### src/rtl/display_pkg.sv
// display_pkg: shared constants and helpers for the scanned display mux.
//   DIGIT_W     - width of one digit value (hex nibble).
//   MAX_DIGITS  - widest digit bank supported; masks are zero-extended to this.
//   clog2_u     - ceiling log2 for deriving index and counter widths.
//   highest_set - index of the highest set bit of a mask, 0 for an empty mask.
package display_pkg;

    localparam int unsigned DIGIT_W    = 4;
    localparam int unsigned MAX_DIGITS = 16;

    function automatic int unsigned clog2_u(input int unsigned value);
        int unsigned result;
        int unsigned span;
        result = 0;
        span   = 1;
        while (span < value) begin
            span   = span << 1;
            result = result + 1;
        end
        return result;
    endfunction

    function automatic int unsigned highest_set(input logic [MAX_DIGITS-1:0] mask);
        int unsigned pos;
        pos = 0;
        for (int unsigned i = 0; i < MAX_DIGITS; i++) begin
            if (mask[i]) begin
                pos = i;
            end
        end
        return pos;
    endfunction

endpackage

### src/rtl/rr_next_idx.sv
// rr_next_idx: combinational circular next-set-bit finder.
//   mask         - candidate slots, bit i set means slot i may be selected.
//   idx          - currently selected slot.
//   force_lowest - ignore idx and return the lowest set bit.
//   nxt          - next set bit strictly above idx, wrapping to the lowest set
//                  bit; 0 when mask is empty.
//   any          - mask has at least one bit set.
module rr_next_idx #(
    parameter int N  = 8,
    parameter int AW = 3
) (
    input  logic [N-1:0]  mask,
    input  logic [AW-1:0] idx,
    input  logic          force_lowest,
    output logic [AW-1:0] nxt,
    output logic          any
);

    logic [AW-1:0] lowest;
    logic [AW-1:0] above;
    logic          found;

    always_comb begin
        lowest = '0;
        above  = '0;
        found  = 1'b0;

        // Scan downward so the last hit is the lowest set bit.
        for (int unsigned i = N; i > 0; i--) begin
            if (mask[i-1]) begin
                lowest = AW'(i - 1);
            end
        end

        // First set bit strictly above the current slot.
        for (int unsigned i = 0; i < N; i++) begin
            if (!found && mask[i] && (i > 32'(idx))) begin
                above = AW'(i);
                found = 1'b1;
            end
        end

        any = |mask;
        nxt = (force_lowest || !found) ? lowest : above;
    end

endmodule

### src/rtl/scan_display_mux.sv
// scan_display_mux: time-multiplexed scanner for a bank of seven-segment digits.
// Rotates through the enabled digit slots, TICK_DIV clocks per slot, with the
// first BLANK_CYC clocks of each slot dark to suppress ghosting. Digit data and
// the enable mask are double-buffered: load captures into staging, and staging
// is committed to the displayed shadow copy only at a frame boundary.
//   clk        - sole clock, rising edge.
//   rst        - synchronous, active-low reset.
//   digits     - staging digit values, digit i in bits [4i+3:4i].
//   en_mask    - staging enable mask, bit i set means digit i is scanned.
//   load       - single-cycle capture strobe for digits/en_mask.
//   out        - value of the selected digit (registered).
//   an         - encoded index of the selected digit (registered).
//   an_valid   - an/out drive a lit digit; low means all digits dark.
//   frame_done - one-cycle pulse per frame boundary.
//   pending    - staged data is waiting for a frame boundary.
module scan_display_mux
    import display_pkg::*;
#(
    parameter  int N_DIGITS  = 8,
    parameter  int TICK_DIV  = 100000,
    parameter  int BLANK_CYC = 16,
    localparam int AW        = clog2_u(N_DIGITS)
) (
    input  logic                        clk,
    input  logic                        rst,
    input  logic [DIGIT_W*N_DIGITS-1:0] digits,
    input  logic [N_DIGITS-1:0]         en_mask,
    input  logic                        load,
    output logic [DIGIT_W-1:0]          out,
    output logic [AW-1:0]               an,
    output logic                        an_valid,
    output logic                        frame_done,
    output logic                        pending
);

    localparam int CW = clog2_u(TICK_DIV);

    typedef logic [N_DIGITS-1:0][DIGIT_W-1:0] digit_bank_t;

    logic [CW-1:0]       cnt;
    logic [AW-1:0]       idx;
    digit_bank_t         dig_st;
    digit_bank_t         dig_sh;
    logic [N_DIGITS-1:0] mask_st;
    logic [N_DIGITS-1:0] mask_sh;

    logic                slot_end;
    logic                boundary;
    logic                commit;
    digit_bank_t         commit_dig;
    logic [N_DIGITS-1:0] commit_mask;
    logic [N_DIGITS-1:0] eff_mask;
    logic [AW-1:0]       nxt;
    logic                any;

    always_comb begin
        slot_end = (cnt == CW'(TICK_DIV - 1));
        // The frame closes on the last slot of the highest enabled digit; with
        // nothing enabled every slot is a complete (dark) frame.
        boundary = slot_end &&
                   ((mask_sh == '0) ||
                    (32'(idx) == highest_set(MAX_DIGITS'(mask_sh))));
        commit   = boundary && (pending || load);

        // A load on the boundary cycle bypasses staging and lands directly.
        commit_dig  = load ? digit_bank_t'(digits) : dig_st;
        commit_mask = load ? en_mask : mask_st;

        eff_mask = commit ? commit_mask : mask_sh;
    end

    rr_next_idx #(
        .N  (N_DIGITS),
        .AW (AW)
    ) u_next (
        .mask         (eff_mask),
        .idx          (idx),
        .force_lowest (commit),
        .nxt          (nxt),
        .any          (any)
    );

    always_ff @(posedge clk) begin
        if (!rst) begin
            cnt        <= '0;
            idx        <= '0;
            dig_st     <= '0;
            mask_st    <= '1;
            dig_sh     <= '0;
            mask_sh    <= '1;
            pending    <= 1'b0;
            out        <= '0;
            an         <= '0;
            an_valid   <= 1'b0;
            frame_done <= 1'b0;
        end else begin
            if (slot_end) begin
                cnt <= '0;
                idx <= any ? nxt : '0;
            end else begin
                cnt <= cnt + CW'(1);
            end

            if (load) begin
                dig_st  <= digit_bank_t'(digits);
                mask_st <= en_mask;
            end

            if (commit) begin
                dig_sh  <= commit_dig;
                mask_sh <= commit_mask;
                pending <= 1'b0;
            end else if (load) begin
                pending <= 1'b1;
            end

            out        <= dig_sh[idx];
            an         <= idx;
            an_valid   <= (int'(cnt) >= BLANK_CYC) && mask_sh[idx];
            frame_done <= boundary;
        end
    end

endmodule
### config.mk
export PLATFORM = sky130hd
export DESIGN_NAME = scan_display_mux
export DESIGN_NICKNAME = d
export VERILOG_FILES = /design/src/rtl/display_pkg.sv /design/src/rtl/rr_next_idx.sv /design/src/rtl/scan_display_mux.sv
export SDC_FILE = /design/constraint.sdc
export NUM_CORES = 1
export LEC_CHECK = 0
export ABC_AREA = 1
export CORE_ASPECT_RATIO = 0.75
export CORE_UTILIZATION = 55
export CTS_CLUSTER_SIZE = 25
export DETAILED_ROUTE_END_ITERATION = 10
export HOLD_SLACK_MARGIN = 0.08
export PLACE_DENSITY = 0.77
export SLEW_MARGIN = 25
export SYNTH_ARGS = -nofsm -noshare
export SYNTH_HDL_FRONTEND = slang
export SYNTH_HIERARCHICAL = 1
export SYNTH_SLANG_ARGS = --single-unit
### constraint.sdc
create_clock -name clk -period 3.1 [get_ports clk]
set_input_delay 0.62 -clock clk [delete_from_list [all_inputs] [get_ports clk]]
set_output_delay 0.62 -clock clk [all_outputs]
set_load 0.1 [all_outputs]
==> results.txt <==
The maximum clock rate is 361.8 MHz, and the number of storage elements in the synthesis netlist is 110. The final max-slew violation count was 0. The routed design has 12,180 um of wire. Measured on the finished design, the core utilization comes to 67.65%.

In the final design database the tool counted 833 nets. Summing all non-filler instances in the final layout gives an area of 0.006171 mm^2. On the final layout, the worst clock skew is 0.01134 ns. For the count of final hold-check violations, the log shows 0. For this configuration, the core starts out at a cell density of 57.17%. The tools report the initial antenna violation count as 0. For this run, asynchronously set or reset flops after synthesis account for 0%. In this run the worst hold path is classified as reg2reg. Average cell area after synthesis: 7.009 um^2. The clock reaches the later pin of the worst-skew pair after 0.35 ns. For the worst slack at placement, the log shows 0.1579 ns.

The worst-case hold slack was 0.4549 ns. The logs give 0.009880 mm^2 for the area of the die and 34 for the pin count of the biggest net entering global routing. The floorplan has 30 rows.

The run gives 0.3363 ns as the smallest setup slack after layout. Setup repair after global routing left no endpoint under its margin. Counting every instance in the synthesized netlist gives 744. The placed standard-cell area is 0.005808 mm^2, and the via count is 4,896. At the end of routability-driven placement, the weighted congestion stood at 0.9257.

The largest vdd supply drop came out at 427.1 uV. The run finished with clean final reports. The tightest slew margin relative to the limit came out at 42.99%.

The logs give 42.23% for the share of synthesized area occupied by flip-flops and latches and 0.6252 mW for the net switching power. After clock tree synthesis, the clock-pin slew on the worst setup and hold paths is 0.07 ns. The run gives 2.870 mW as the overall power. The run gives 0.34 ns as the reg-to-reg setup timing slack. In this run the number of H-tree levels came out at 3. For the number of failing setup endpoints in the final timing report, the log shows 0. The count of pins on the block boundary came out at 53. STA classifies the critical path endpoint as a register.

The synthesized netlist occupies a cell area of 0.005215 mm^2. After detailed routing, the number of vias per cell comes to 5.316. The startpoint-to-endpoint class of the critical path is reg2reg. For the count of maximum capacitance violations, the log shows 0. The final non-filler cell total came out at 921. The antenna violation net count after detailed routing is 0, and the die extent in y is 86.33 um. From synthesis to final layout, the design area changed by 18.33%. The final critical path takes up 89.15% of the cycle. No sink is reached through more buffers than the 2 on the longest clock path.

The run gives 3.29 ns as the critical path data required time. The HPWL reported at the end of detailed placement was 8602 um; the area inside the core boundary was 0.009121 mm^2. The tools report the post-synth net total as 789.

For this run, design rule violations remaining after detail routing come to 0. Along the worst path, the maximum fanout reaches 9. Type of element launching the critical path: a register.

Fraction of layout cells with a size suffix above 1: 8.701%. During synthesis, Yosys emitted a total of 6 warnings. Wire length per cell: 13.22 um. The first routing iteration left 419 violations. Of the total power, the clock network draws 42.3%.

The netlist uses 32 different library cells. The areal power density over the cells is 465.0 mW/mm^2. TritonCTS built the clock tree. Clock tree synthesis inserted a total of 9 buffers.

The logs give 50.8% for the sequential share of power and 25.44% for the total routing usage reported by global routing. In this run, post-CTS hold repair placed 0 buffers. Setup total negative slack on the finished layout was measured at 0 ns.

The number of synthesized flops with an enable pin came out at 0. Combinational cells account for 6.9% of the total power. The number of placed instances, taps included, is 900. Leaving out fill and tap cells, the most frequent cell in the layout is sky130_fd_sc_hd__nand2_1. In this run the horizontal extent of the chip is 114.4 um. For the pin with the worst max-slew slack, the measured transition is 0.8550 ns. The logs give 2.774 nW for the leakage power of the design and 0 for the number of antenna cells inserted. The run gives 4,437 as the number of global-route vias before repair. The tools report the wire length of the first global-routing pass as 20,140 um. For the design internal power, the log shows 2.244 mW. The top cell types in the final layout, fill and taps aside, are sky130_fd_sc_hd__nand2_1, sky130_fd_sc_hd__inv_1, sky130_fd_sc_hd__dfxtp_1. CTS saw 110 sinks. The switching share of total power was 21.79%; the count of port buffers added during placement was 52. At the worst endpoint, the arrival time is 2.95 ns.

The global-route congestion overflow total was 0. The first detailed-routing pass ran for 5 iterations. Clock tree synthesis selected as its root buffer the cell sky130_fd_sc_hd__clkbuf_16. The final critical path time including I/O delays and setup is 2.764 ns. The most common flop cell mapped by yosys is sky130_fd_sc_hd__dfxtp_1.
==> cell families after synthesis <==
group,share of synthesized area (%)
AOI/OAI and AO/OA,7.630
muxes,6.142
xor gates and xnor gates,0.3360
adders and majority gates,0.4798
buffers and inverters,11.37
DFF,42.23
and+or+nand+nor,31.81
==> power groups by stage <==
stage               logic, mW  registers [mW]  clock network [mW]
floorplan               0.110            1.50                   0
global placement        0.193            1.49                   0
detailed placement      0.197            1.49                   0
CTS                     0.198            1.46                1.23
global route            0.218            1.46                1.29
finish                  0.198            1.46                1.21
==> worst paths after layout <==
check | startpoint | end | cells past startpoint
worst min-delay path | mask_st[4] | mask_st[4] | 2
worst max register to register | cnt[11] | idx[1] | 16
worst max-delay path | cnt[11] | idx[1] | 16
worst min register to register | mask_st[4] | mask_st[4] | 2
==> cell usage after synthesis, types with 4 or more instances <==
| library cell | instances | area (um^2) |
|---|---|---|
| sky130_fd_sc_hd__a21oi_1 | 38 | 190.2 |
| sky130_fd_sc_hd__buf_1 | 10 | 37.54 |
| sky130_fd_sc_hd__buf_2 | 12 | 60.06 |
| sky130_fd_sc_hd__clkbuf_1 | 16 | 60.06 |
| sky130_fd_sc_hd__dfxtp_1 | 110 | 2202 |
| sky130_fd_sc_hd__inv_1 | 111 | 416.7 |
| sky130_fd_sc_hd__mux2i_1 | 32 | 320.3 |
| sky130_fd_sc_hd__nand2_1 | 160 | 600.6 |
| sky130_fd_sc_hd__nand3_1 | 40 | 200.2 |
| sky130_fd_sc_hd__nand4_1 | 48 | 300.3 |
| sky130_fd_sc_hd__nor2_1 | 87 | 326.6 |
| sky130_fd_sc_hd__nor2_2 | 4 | 25.02 |
| sky130_fd_sc_hd__nor3_1 | 12 | 60.06 |
| sky130_fd_sc_hd__o21a_1 | 4 | 30.03 |
| sky130_fd_sc_hd__o21ai_0 | 26 | 130.1 |
==> critical path: stages (launching register included) <==
cell and delay [ns]:
sky130_fd_sc_hd__dfxtp_1 0.34, sky130_fd_sc_hd__nor4_1 0.44, sky130_fd_sc_hd__nand2_1 0.20, sky130_fd_sc_hd__nor2_4 0.27, sky130_fd_sc_hd__nand3_4 0.17, sky130_fd_sc_hd__nand2_1 0.13
sky130_fd_sc_hd__nand2_1 0.09, sky130_fd_sc_hd__nand2_1 0.15, sky130_fd_sc_hd__nor2_4 0.07, sky130_fd_sc_hd__nor2_2 0.18, sky130_fd_sc_hd__nand3_2 0.09, sky130_fd_sc_hd__nand2_2 0.11
sky130_fd_sc_hd__inv_2 0.04, sky130_fd_sc_hd__nand2_1 0.06, sky130_fd_sc_hd__nand2_1 0.06, sky130_fd_sc_hd__nand4_1 0.08, sky130_fd_sc_hd__o21ai_0 0.10
==> routing by layer <==
layer	up-vias	global-route usage, %	wire length, um
met5	-	0	0
met4	0	6.257	164
met3	19	4.965	656
met2	147	43.03	5571
met1	2262	33.57	5783
li1	2468	-	-
==> registers in the layout, indices dropped and copies added (netlist names) <==
name and flops:
an 3, mask_st 8, frame_done 1, cnt 17, dig_st 32, out 4
mask_sh 8, idx 3, pending 1, dig_sh 32, an_valid 1
==> cell type report <==
| class | count | area, um^2 |
|---|---|---|
| fillers | 799 | 2950 |
| multi-input cells | 480 | 2432 |
| flip-flops and latches | 110 | 2202 |
| repair buffers | 71 | 628.1 |
| inverters | 116 | 435.4 |
| clock buffers | 10 | 229.0 |
| well taps | 128 | 160.2 |
| clock inverters | 6 | 83.83 |
==> timing repair <==
| item | CTS | global route |
|---|---|---|
| gates resized for setup | 0 | 3 |
| setup buffers | 0 | 5 |
| setup endpoints to repair | 0 | 3 |
Power figures use the tool's default switching activity.
